## config.mk

```make
export PLATFORM = sky130hd
export DESIGN_NAME = seg_display_arbiter
export DESIGN_NICKNAME = d
export VERILOG_FILES = /design/src/rtl/seg_display_pkg.sv /design/src/rtl/seg_display_arbiter_hex_to_seg7.sv /design/src/rtl/seg_display_arbiter.sv
export SDC_FILE = /design/constraint.sdc
export NUM_CORES = 1
export LEC_CHECK = 0
export ABC_AREA = 0
export CORE_AREA = 5 5 64 66
export DETAILED_ROUTE_END_ITERATION = 8
export DIE_AREA = 0 0 69 71
export GPL_TIMING_DRIVEN = 0
export PLACE_DENSITY_LB_ADDON = 0.15
export SYNTH_ARGS = -nofsm -noshare
export SYNTH_HDL_FRONTEND = slang
export SYNTH_SLANG_ARGS = --single-unit
```

## constraint.sdc

```tcl
create_clock -name clk -period 4.1 [get_ports clk]
set_input_delay 1.23 -clock clk [delete_from_list [all_inputs] [get_ports clk]]
set_output_delay 1.23 -clock clk [all_outputs]
set_load 0.005 [all_outputs]
```

## src/rtl/seg_display_pkg.sv

```systemverilog
// Shared types and constants for the 7-segment display arbiter and its hex decoder.
package seg_display_pkg;

    typedef enum logic {
        IDLE = 1'b0,
        HOLD = 1'b1
    } state_t;

    localparam logic [6:0] SEG_BLANK = 7'h00;

    // Segment order {g,f,e,d,c,b,a}, active-high; entry 15 is listed first.
    localparam logic [15:0][6:0] HEX_SEG_TBL = {
        7'h71, 7'h79, 7'h5E, 7'h39,   // F E d C
        7'h7C, 7'h77, 7'h6F, 7'h7F,   // b A 9 8
        7'h07, 7'h7D, 7'h6D, 7'h66,   // 7 6 5 4
        7'h4F, 7'h5B, 7'h06, 7'h3F    // 3 2 1 0
    };

endpackage

```

## src/rtl/seg_display_arbiter_hex_to_seg7.sv

```systemverilog
// Combinational hex nibble to 7-segment decoder, shared with other display blocks.
module hex_to_seg7
    import seg_display_pkg::*;
(
    input  logic [3:0] i_nibble,
    output logic [6:0] o_seg
);

    assign o_seg = HEX_SEG_TBL[i_nibble];

endmodule

```

## src/rtl/seg_display_arbiter.sv

```systemverilog
// Round-robin arbiter sharing one 7-segment display among N_REQ digit sources,
// with a minimum dwell per grant. Optional SEG_ARB_PRIORITY_EN makes source 0 preemptive.
module seg_display_arbiter
    import seg_display_pkg::*;
#(
    parameter int N_REQ       = 4,
    parameter int HOLD_CYCLES = 1000,
    parameter int CNT_W       = $clog2(HOLD_CYCLES + 1)
)(
    input  logic                 clk,
    input  logic                 rst,
    input  logic [N_REQ-1:0]     req,
    input  logic [4*N_REQ-1:0]   digit,
    output logic [N_REQ-1:0]     grant,
    output logic                 active,
    output logic                 switch_pulse,
    output logic [6:0]           segments
);

    localparam int               IDX_W        = $clog2(N_REQ);
    localparam logic [CNT_W-1:0] DWELL_RELOAD = CNT_W'(HOLD_CYCLES - 1);
    localparam logic [IDX_W-1:0] LAST_IDX     = IDX_W'(N_REQ - 1);

    state_t             r_state;
    logic [N_REQ-1:0]   r_grant;
    logic [IDX_W-1:0]   r_idx;
    logic [IDX_W-1:0]   r_rr_ptr;
    logic               r_active;
    logic               r_pulse;
    logic [CNT_W-1:0]   r_dwell;
    logic [6:0]         r_seg;

    logic [N_REQ-1:0]   w_cand;
    logic [IDX_W-1:0]   w_start;
    logic [IDX_W-1:0]   w_pick;
    logic [IDX_W-1:0]   w_pick_nxt;
    logic [IDX_W-1:0]   w_idx_nxt;
    logic [N_REQ-1:0]   w_pick_oh;
    logic               w_found;
    logic               w_keep0;
    logic [3:0]         w_nibble;
    logic [6:0]         w_seg;

    assign w_idx_nxt  = (r_idx == LAST_IDX) ? '0 : r_idx + 1'b1;
    assign w_pick_nxt = (w_pick == LAST_IDX) ? '0 : w_pick + 1'b1;
    assign w_pick_oh  = N_REQ'(1) << w_pick;

`ifdef SEG_ARB_PRIORITY_EN
    // Source 0 keeps the display through dwell expiry for as long as it requests.
    assign w_keep0 = (r_idx == '0);
`else
    assign w_keep0 = 1'b0;
`endif

    // Idle searches from rr_ptr; while holding, search the others starting after the holder.
    always_comb begin
        w_cand  = req;
        w_start = r_rr_ptr;
        if (r_state == HOLD) begin
            w_cand  = req & ~r_grant;
            w_start = w_idx_nxt;
        end
    end

    always_comb begin
        w_found = 1'b0;
        w_pick  = '0;
        for (int k = 0; k < N_REQ; k++) begin
            int j;
            j = int'(w_start) + k;
            if (j >= N_REQ) j = j - N_REQ;
            if (!w_found && w_cand[IDX_W'(j)]) begin
                w_found = 1'b1;
                w_pick  = IDX_W'(j);
            end
        end
    end

    // Digit is picked live every cycle, so source value changes show with 1-cycle latency.
    always_comb begin
        w_nibble = '0;
        for (int k = 0; k < N_REQ; k++)
            if (r_idx == IDX_W'(k)) w_nibble = digit[4*k +: 4];
    end

    hex_to_seg7 u_dec (
        .i_nibble (w_nibble),
        .o_seg    (w_seg)
    );

    always_ff @(posedge clk or negedge rst) begin
        if (!rst) begin
            r_state  <= IDLE;
            r_grant  <= '0;
            r_idx    <= '0;
            r_rr_ptr <= '0;
            r_active <= 1'b0;
            r_pulse  <= 1'b0;
            r_dwell  <= '0;
            r_seg    <= SEG_BLANK;
        end else begin
            r_pulse <= 1'b0;
            r_seg   <= r_active ? w_seg : SEG_BLANK;
            case (r_state)
                IDLE: begin
                    if (w_found) begin
                        r_state  <= HOLD;
                        r_grant  <= w_pick_oh;
                        r_idx    <= w_pick;
                        r_active <= 1'b1;
                        r_pulse  <= 1'b1;
                        r_dwell  <= DWELL_RELOAD;
                        r_rr_ptr <= w_pick_nxt;
                    end
                end
                HOLD: begin
`ifdef SEG_ARB_PRIORITY_EN
                    if (req[0] && r_idx != '0) begin
                        r_grant <= N_REQ'(1);
                        r_idx   <= '0;
                        r_pulse <= 1'b1;
                        r_dwell <= DWELL_RELOAD;
                    end else
`endif
                    if (!req[r_idx]) begin
                        if (w_found) begin
                            r_grant  <= w_pick_oh;
                            r_idx    <= w_pick;
                            r_pulse  <= 1'b1;
                            r_dwell  <= DWELL_RELOAD;
                            r_rr_ptr <= w_pick_nxt;
                        end else begin
                            r_state  <= IDLE;
                            r_grant  <= '0;
                            r_active <= 1'b0;
                            r_dwell  <= '0;
                        end
                    end else if (r_dwell != '0) begin
                        r_dwell <= r_dwell - 1'b1;
                    end else if (w_found && !w_keep0) begin
                        r_grant  <= w_pick_oh;
                        r_idx    <= w_pick;
                        r_pulse  <= 1'b1;
                        r_dwell  <= DWELL_RELOAD;
                        r_rr_ptr <= w_pick_nxt;
                    end else begin
                        r_dwell <= DWELL_RELOAD;
                    end
                end
                default: r_state <= IDLE;
            endcase
        end
    end

    assign grant        = r_grant;
    assign active       = r_active;
    assign switch_pulse = r_pulse;
    assign segments     = r_seg;

endmodule
```

==> reports/metrics.cfg <==
[synthesis]
synthesis.area_sq_um = 1872
ys.flop_type = dfrtp_1
synth_area_leaders = dfrtp_1 (37%), ha_1 (10%), a21oi_1 (4.5%), mux2_2 (3.6%), inv_1 (3.2%)
yosysUniqueCellTypes = 45
yosysWarningCount = 0
synthArstFlopShare_pct = 100.0
ys_ff_latch = 28
synth_nets = 235
synth_most_common_cell = dfrtp_1
synth_top_cell_by_area = dfrtp_1
synth_top_area_share_pct = 37.43
ys_seq_area_share_pct = 37.43
post_synth.cell_area_avg_sq_um = 9.454
synth_top_cells_by_count = dfrtp_1 (28), a21oi_1 (17), inv_1 (16), nor2_1 (16), ha_1 (15)
syn_inst = 198
synth_edf_count = 0

[power]
power.density_nw_per_um2 = 802.3
comb_power_share_pct = 63.8
swShare_pct = 42.85
p_int_mw = 1.064
switchingPower_uw = 797.5
ir_drop_v = 0.0004038
fin_total_pwr_mw = 1.861
clkPwrFrac_pct = 9.7
sequentialPowerShare_pct = 26.5
power.leakage_nw = 0.9951

[setup_path]
crit_required_ns = 4.33
cp.depth = 6
worst_ep_arrival_time_ns = 3.87
reg2reg_to = r_rr_ptr[1]
r2r_start = r_idx[0]
max_stage_delay_ns = 0.95
worst-r2r-cell-count = 7
critical_path.top_delay_family = compound AO/OA/AOI/OAI gates
startpoint_type = input port
crit_type = in2reg
worst-path-buf-inv = 1
crit_slowest_cell = a2111oi_1
crit_fanout = 5
worstPathCellList = clkdlybuf4s50_1 -> a21boi_0 -> nor2_1 -> a2111oi_1 -> ha_1 -> mux2_2
regToRegSetupSlack_ns = 1.13
cp-end-kind = flop

[floorplanning]
fp.dieW_microns = 69
placeableCoreArea_sq_um = 3523
die_area_sq_um = 4899
ios = 35
rows = 22
die_y_microns = 71
initial_core_util_pct = 53.12

[timing]
holdWs_ns = 0.5338
maxSlewHeadroom_pct = 30.84
timing_hold_violations_final = 0
rsz0062_at_grt = no
finalCritPeriodShare_pct = 88.98
finalCriticalPeriod_ns = 3.648
fmax_ghz = 0.2741
tightestPinTransition_ns = 1.035
finalMaxSlewViolations = 0
setup_viol_count_final = 0
fin_skew_ns = 0.01207
fin_tns_setup_ns = 0

[grt]
grt_pass1_vias = 1588
grt_start_max_net_pins = 29
grt_pass1_wl_mm = 7.217
grt_use_total_pct = 17.32
grt_overflow = 0
antenna_found_initial = 0

[routing]
ant_nets = 0
wl_per_cell_microns = 15.29
drcViolationCount = 0
via_per_inst = 5.782
drt_wl_total_mm = 4.341
dr.first_iter.drc_count = 140
vias = 1642
dr.pass1.iters = 4

[clock_network]
post_cts_buffers = 0
clockRootBuffer = clkbuf_4
cts_buffers = 3
clk-insertion-delay-late_ns = 0.33
cts_tree = done
clk_pin_slew_ns = 0.14
cts-htree-levels = 1
clock-sinks = 28
clockBufferDepth = 2
cts-resized-gates = 0
hold_buffers = 0

[min_path]
hold_depth = 1
min-delay-start = r_rr_ptr[1]
hold_end = r_rr_ptr[1]
holdCritPathClass = reg2reg

[final_layout]
syn_to_final_growth_pct = 23.93
n_antenna_cell = 0
fin_nets = 274
drive_above_1_share_pct = 10.17

[placement]
finalWeightedCongestion = 0.8273
io_buffers = 34
dp_hpwl_mm = 3.336

[run_status]
status = completed

[flow_run]
maxCapViolCount = 0

[worst max path at each step]
stage / endpoint / from / slack, ns
after floorplan: r_rr_ptr[1] / req[1] / 1.08
after global placement: r_rr_ptr[1] / req[1] / 0.22
after detailed placement: r_rr_ptr[1] / req[1] / 0.11
after CTS: r_rr_ptr[1] / req[1] / 0.48
after global routing: grant[2] / req[1] / 0.26
final: r_rr_ptr[1] / req[1] / 0.45
[registers in the layout, summed over array words and instances, names as in the netlist]
signal / flops
r_dwell: 10
segments: 7
grant: 4
r_idx: 2
r_rr_ptr: 2
active: 1
r_state: 1
switch_pulse: 1
[layout by cell type, fill, tap and decap left out, types with 3 or more instances in the layout]
master            n
clkdlybuf4s50_1  33
dfrtp_1          28
a21oi_1          17
nor2_1           16
inv_1            16
ha_1             15
nand2_1          12
o21ai_0          11
mux2_2            6
a22o_1            6
a211oi_1          5
mux2i_1           5
a21boi_0          4
nor3b_1           4
or2_2             4
nor2b_1           3
buf_2             3
clkbuf_1          3
nand3_1           3
clkbuf_4          3
[stage by stage]
stage | setup WS, ns | utilization [%] | instances | area (sq um)
after global placement | 0.2186 | 64.49 | 280 | 2272
after detailed placement | 0.1133 | 64.49 | 280 | 2272
after floorplan | 1.076 | - | 198 | 1872
after global routing | 0.2581 | 65.84 | 284 | 2320
final | 0.4520 | 65.84 | 284 | 2320
after CTS | 0.4783 | 65.98 | 284 | 2325
[final cells by class]
cell class	count	area, sq um
Tap cell	48	60.06
Sequential cell	28	700.7
Fill cell	304	1204
Buffer	6	28.78
Timing Repair Buffer	34	335.3
Inverter	16	60.06
Clock inverter	1	30.03
Multi-Input combinational cell	148	1082
Clock buffer	3	22.52
[kinds of logic after synthesis]
group | Yosys count | share of synthesized area, %
AO/OA/AOI/OAI | 61 | 22.19
AND/OR/NAND/NOR | 59 | 17.65
flip-flops | 28 | 37.43
buffers and inverters | 22 | 4.746
adder cells (fa/ha/maj) | 15 | 10.03
multiplexers | 12 | 7.486
XOR/XNOR | 1 | 0.4680
[power groups by stage]
| stage | Clock (mW) | Sequential, mW | Combinational (mW) |
|---|---|---|---|
| final | 0.180 | 0.494 | 1.19 |
| after global routing | 0.195 | 0.508 | 1.32 |
| after CTS | 0.186 | 0.491 | 1.19 |
| after detailed placement | 0 | 0.497 | 1.18 |
| after global placement | 0 | 0.491 | 1.11 |
| after floorplan | 0 | 0.479 | 0.829 |
[worst reg2reg max path: stages (launching register included)]
cell,delay [ns]
dfrtp_1,0.49
inv_1,0.10
ha_1,0.30
mux2_2,0.32
and3_1,0.16
a2111oi_1,0.88
ha_1,0.38
mux2_2,0.26
[layer usage]
| layer | vias up | wire length [microns] | GRT usage [%] | part of all wire, % |
|---|---|---|---|---|
| met5 | - | 0 | 0 | 0 |
| met4 | 0 | 10 | 1.085 | 0.23 |
| met3 | 2 | 178 | 3.977 | 4.1 |
| met2 | 40 | 2246 | 31.04 | 52 |
| met1 | 802 | 1906 | 22.33 | 44 |
| li1 | 798 | - | - | - |
Note: power is estimated with default switching activity, not from simulation.
